## config.mk

```make
export PLATFORM = sky130hd
export DESIGN_NAME = reverse_hash_peeler
export DESIGN_NICKNAME = d
export VERILOG_FILES = /design/src/rtl/reverse_hash_peeler.sv
export SDC_FILE = /design/constraint.sdc
export NUM_CORES = 1
export LEC_CHECK = 0
export BUFFER_PORTS_ARGS = -buffer_cell sky130_fd_sc_hd__buf_2
export CAP_MARGIN = 15
export CELL_PAD_IN_SITES_DETAIL_PLACEMENT = 1
export CELL_PAD_IN_SITES_GLOBAL_PLACEMENT = 1
export CORE_AREA = 2 2 178 180
export DETAILED_ROUTE_END_ITERATION = 10
export DIE_AREA = 0 0 180 182
export PLACE_DENSITY_LB_ADDON = 0.15
export SLEW_MARGIN = 15
export SYNTH_ARGS = -nofsm -noshare
export SYNTH_HDL_FRONTEND = slang
export SYNTH_SLANG_ARGS = --single-unit
```

## constraint.sdc

```tcl
create_clock -name clk -period 21.5 [get_ports clk]
set_input_delay 4.3 -clock clk [delete_from_list [all_inputs] [get_ports clk]]
set_output_delay 4.3 -clock clk [all_outputs]
set_load 0.02 [all_outputs]
```

## src/rtl/reverse_hash_peeler.sv

```systemverilog
// Inverts the forward hash step h' = (h*33) ^ c by peeling a known suffix off a
// target hash, one char per cycle, last char first; flags a match against a seed.
module reverse_hash_peeler #(
    parameter int          MAX_CHARS = 8,
    parameter int          CHAR_W    = 7,
    parameter logic [31:0] INV33     = 32'h3E0F83E1,
    localparam int         LEN_W     = $clog2(MAX_CHARS + 1)
) (
    input  logic                        clk,
    input  logic                        rst_n,
    input  logic                        in_valid,
    output logic                        in_ready,
    input  logic [31:0]                 in_hash,
    input  logic [MAX_CHARS*CHAR_W-1:0] in_chars,
    input  logic [LEN_W-1:0]            in_len,
    input  logic [31:0]                 in_seed,
    output logic                        out_valid,
    input  logic                        out_ready,
    output logic [31:0]                 out_hash,
    output logic                        out_is_seed
);

    typedef enum logic [1:0] {IDLE, PEEL, DONE} state_t;

    state_t                      state_q, state_d;
    logic [31:0]                 h_q, h_d;
    logic [31:0]                 seed_q, seed_d;
    logic [LEN_W-1:0]            cnt_q, cnt_d;
    logic [MAX_CHARS*CHAR_W-1:0] chars_q, chars_d;
    logic [31:0]                 out_hash_q, out_hash_d;
    logic                        out_is_seed_q, out_is_seed_d;

    logic [CHAR_W-1:0]           char_arr [MAX_CHARS];
    logic [CHAR_W-1:0]           cur_char;
    logic [31:0]                 h_peel;
    logic [LEN_W-1:0]            len_clamped;

    generate
        for (genvar gi = 0; gi < MAX_CHARS; gi++) begin : g_unpack
            assign char_arr[gi] = chars_q[gi*CHAR_W +: CHAR_W];
        end
    endgenerate

    // cnt counts remaining chars, so the char to remove next is chars[cnt-1]
    always_comb begin
        cur_char = '0;
        for (int k = 0; k < MAX_CHARS; k++) begin
            if (cnt_q == LEN_W'(k + 1)) cur_char = char_arr[k];
        end
    end

    assign h_peel      = (h_q ^ {{(32-CHAR_W){1'b0}}, cur_char}) * INV33;
    assign len_clamped = (in_len > LEN_W'(MAX_CHARS)) ? LEN_W'(MAX_CHARS) : in_len;

    always_comb begin
        state_d       = state_q;
        h_d           = h_q;
        seed_d        = seed_q;
        cnt_d         = cnt_q;
        chars_d       = chars_q;
        out_hash_d    = out_hash_q;
        out_is_seed_d = out_is_seed_q;
        case (state_q)
            IDLE: begin
                if (in_valid) begin
                    h_d     = in_hash;
                    seed_d  = in_seed;
                    chars_d = in_chars;
                    cnt_d   = len_clamped;
                    if (len_clamped == '0) begin
                        state_d       = DONE;
                        out_hash_d    = in_hash;
                        out_is_seed_d = (in_hash == in_seed);
                    end else begin
                        state_d = PEEL;
                    end
                end
            end
            PEEL: begin
                h_d   = h_peel;
                cnt_d = cnt_q - LEN_W'(1);
                if (cnt_q == LEN_W'(1)) begin
                    state_d       = DONE;
                    out_hash_d    = h_peel;
                    out_is_seed_d = (h_peel == seed_q);
                end
            end
            DONE: begin
                if (out_ready) state_d = IDLE;
            end
            default: state_d = IDLE;
        endcase
    end

    always_ff @(posedge clk or negedge rst_n) begin
        if (!rst_n) begin
            state_q       <= IDLE;
            h_q           <= '0;
            seed_q        <= '0;
            cnt_q         <= '0;
            chars_q       <= '0;
            out_hash_q    <= '0;
            out_is_seed_q <= 1'b0;
        end else begin
            state_q       <= state_d;
            h_q           <= h_d;
            seed_q        <= seed_d;
            cnt_q         <= cnt_d;
            chars_q       <= chars_d;
            out_hash_q    <= out_hash_d;
            out_is_seed_q <= out_is_seed_d;
        end
    end

    assign in_ready    = (state_q == IDLE);
    assign out_valid   = (state_q == DONE);
    assign out_hash    = out_hash_q;
    assign out_is_seed = out_is_seed_q;

endmodule

```

==> metrics.txt <==
min-delay worst type flop to flop; Synth top area share 25.6%; via/cell ratio 5.67; R2R Setup Slk 11.77 ns; Post-DP HPWL 42.0 mm; CTS Buf Count 17; final setup fails 0; final hold vios 0; sequential cell area fraction in the yosys report 25.6%; FMAX 103 MHz; Die Ht 182 um; Placer Congestion 0.917; area grow syn2layout 11.0%; Synth Flop Type dfrtp_1; # rows 65; DRT Pass-1 Iters 9; Critical path origin cnt_q[0]; Startpoint Class flop; post-route ant nets 0; Buf/Inv on CP 6; IO Pins 163; Clk Latency, worst-skew pair 0.45 ns; slowest stage delay, CP 0.74 ns; cell taking the most area after synthesis dfrtp_1; clock skew 0.0109 ns; Max-slew headroom 32.9%; setup_tns 0 ns; hold wc startpoint out_hash[25]; Setup crit end kind flop; number of global-route vias before repair 13900; status finished with violations; Clock Tree Buf Depth 2; clk slew on worst S/H paths 0.07 ns; DRT Wirelength 51.6 mm; # DRC 2; post-cts resize count 0; Starting Density 50.1%; hold buffer count at cts 0; die width 180 um; overall global routing resource usage 32.5%; Setup Buffers After CTS 0; largest net degree at the start of global routing 92; Core ar. 0.0310 sq mm; initial antenna violation count 4; Synth area leaders dfrtp_1, fa_1, ha_1; Final Max Slew Viols 0; first-pass GRT wire length 80.7 mm; Iter 0 DRT Violations 718; RSZ-0062 raised after global routing no; Post-Syn Area 0.0155 sq mm; Die ar. 0.0328 sq mm; Root Buffer clkbuf_16; DP Area 0.0167 sq mm; Slew @ Worst Pin 1.01 ns; FF+latch count, synth 159; Async S/R FF share, synth 100%; Vias 12600; YS warnings 0; CTS tree done; post-synth cell types 80; FF-to-FF Start cnt_q[0]; CP delay by family, top adder cells; Worst EP arrival 10.09 ns; total gr overflow 0; number of H-tree levels 4; cells after synthesis 1681; Synth Area per Inst 9.23 sq um; design area 0.0172 sq mm; Port-buffer cells 162; period utilization 45.3%; max-cap viol count 0; post-synth net total 2140; number of flops mapped to enable cells by yosys 0; critical path class flop to flop; NumNets Final 2268; WL/cell 23.2 um; failing checks design-rule violations; Critical Path Fanout Max 28; fraction of layout cells with a size suffix above 1 12.9%; Critical Path RT 21.86 ns; CP max stage cell ha_1; post-route minimum period 9.73 ns; most used cell, CP fa_1; Num Clock Sinks 159
registers in the layout (all words and copies together), names as in the netlist:
register / cells
out_is_seed: 1
state_q: 2
chars_q: 56
cnt_q: 4
h_q: 32
seed_q: 32
out_hash: 32
metal layers:
| metal | vias to the layer above | track usage, % | share of wire [%] |
|---|---|---|---|
| li1 | 5712 | - | - |
| met1 | 6463 | 41.0 | 42 |
| met2 | 337 | 55.8 | 50 |
| met3 | 114 | 4.71 | 4.3 |
| met4 | 4 | 14.1 | 4.5 |
| met5 | - | 0 | 0.066 |
worst register-to-register path: cells and delay by family, from the launching register on:
kind / cells / cell delay [ns]
AOI/OAI and AO/OA: 8 / 2.02
buffers and inverters: 6 / 0.52
DFF: 1 / 0.46
adders and majority gates: 10 / 4.97
and+or+nand+nor: 6 / 1.10
xor gates and xnor gates: 1 / 0.58
cell usage after synthesis, types with 3 or more instances:
cell type	count
a221o_1	4
and2_1	4
a31o_2	4
nand2b_1	9
nor3b_1	5
nor3_1	16
mux2i_1	13
xor2_1	29
a21o_1	6
nand3_1	13
a32oi_1	3
buf_2	11
nand2_1	326
dfrtp_1	159
nand4_1	14
a2111oi_0	3
a22oi_1	3
o21ai_1	4
or3_1	3
a221oi_1	5
a211o_1	5
nor2b_1	14
o21ai_0	60
xnor2_1	76
nor4_1	11
buf_1	4
o22ai_1	4
inv_1	237
or2_2	7
clkbuf_1	46
o211ai_1	4
nand3b_1	11
and3_1	8
a21oi_1	75
xnor3_1	7
o21a_1	4
ha_1	182
a31oi_1	8
xnor2_2	3
a211oi_1	7
fa_1	149
nor2_1	76
nand4bb_1	3
through the flow:
step	setup slack, ns	hold WS (ns)	util (%)	std cells
after floorplan	13.37	0.437	-	1681
after global placement	12.10	0.452	53.8	2192
after detailed placement	11.94	0.464	53.8	2192
after CTS	11.84	0.481	55.6	2224
after global routing	11.23	0.495	55.6	2224
final	11.77	0.469	55.6	2226
layout make-up:
type                       count  area (sq um)
antenna                        2          5.00
tap                          402           503
clock inverter                14           120
clock buffer                  18           439
inverter                     237           890
timing repair buffer         173           900
multi-input combinational   1221         10400
sequential                   159          3980
fill                        3657         13800
cell usage in the layout (no fill, tap or decap), types with 5 or more instances in the layout:
cell,netlist,layout
nand2_1,326,326
inv_1,237,237
ha_1,182,182
buf_2,11,161
dfrtp_1,159,159
fa_1,149,149
nor2_1,76,76
xnor2_1,76,76
a21oi_1,75,75
o21ai_0,60,60
xor2_1,29,29
clkbuf_16,0,17
nor3_1,16,16
nor2b_1,14,14
nand4_1,14,14
nand3_1,13,13
mux2i_1,13,13
nand3b_1,11,11
nor4_1,11,11
buf_4,1,11
nand2b_1,9,8
and3_1,8,8
a31oi_1,8,8
a211oi_1,7,7
or2_2,7,7
xnor3_1,7,7
a21o_1,6,6
a221oi_1,5,5
a211o_1,5,5
inv_6,0,5
cells by family after synthesis:
kind of cell / after synthesis / share of synthesized area (%)
buffers and inverters: 301 / 7.49
multiplexers: 14 / 0.911
AO/OA/AOI/OAI: 228 / 9.39
AND/OR/NAND/NOR: 531 / 15.1
XOR/XNOR: 117 / 7.52
flip-flops: 159 / 25.6
adder cells (fa/ha/maj): 331 / 33.9
path summary, 6_finish.rpt:
| kind | to | cells after the start |
|---|---|---|
| min in group asynchronous | chars_q[54] | 1 |
| worst min register to register | out_hash[25] | 2 |
| max in group asynchronous | chars_q[19] | 3 |
| worst max-delay path | out_is_seed | 31 |
| worst max register to register | out_is_seed | 31 |
| worst min-delay path | out_hash[25] | 2 |
Power is not shown: default switching activity piles up to over one toggle a cycle in this logic, so the estimate is an artifact.
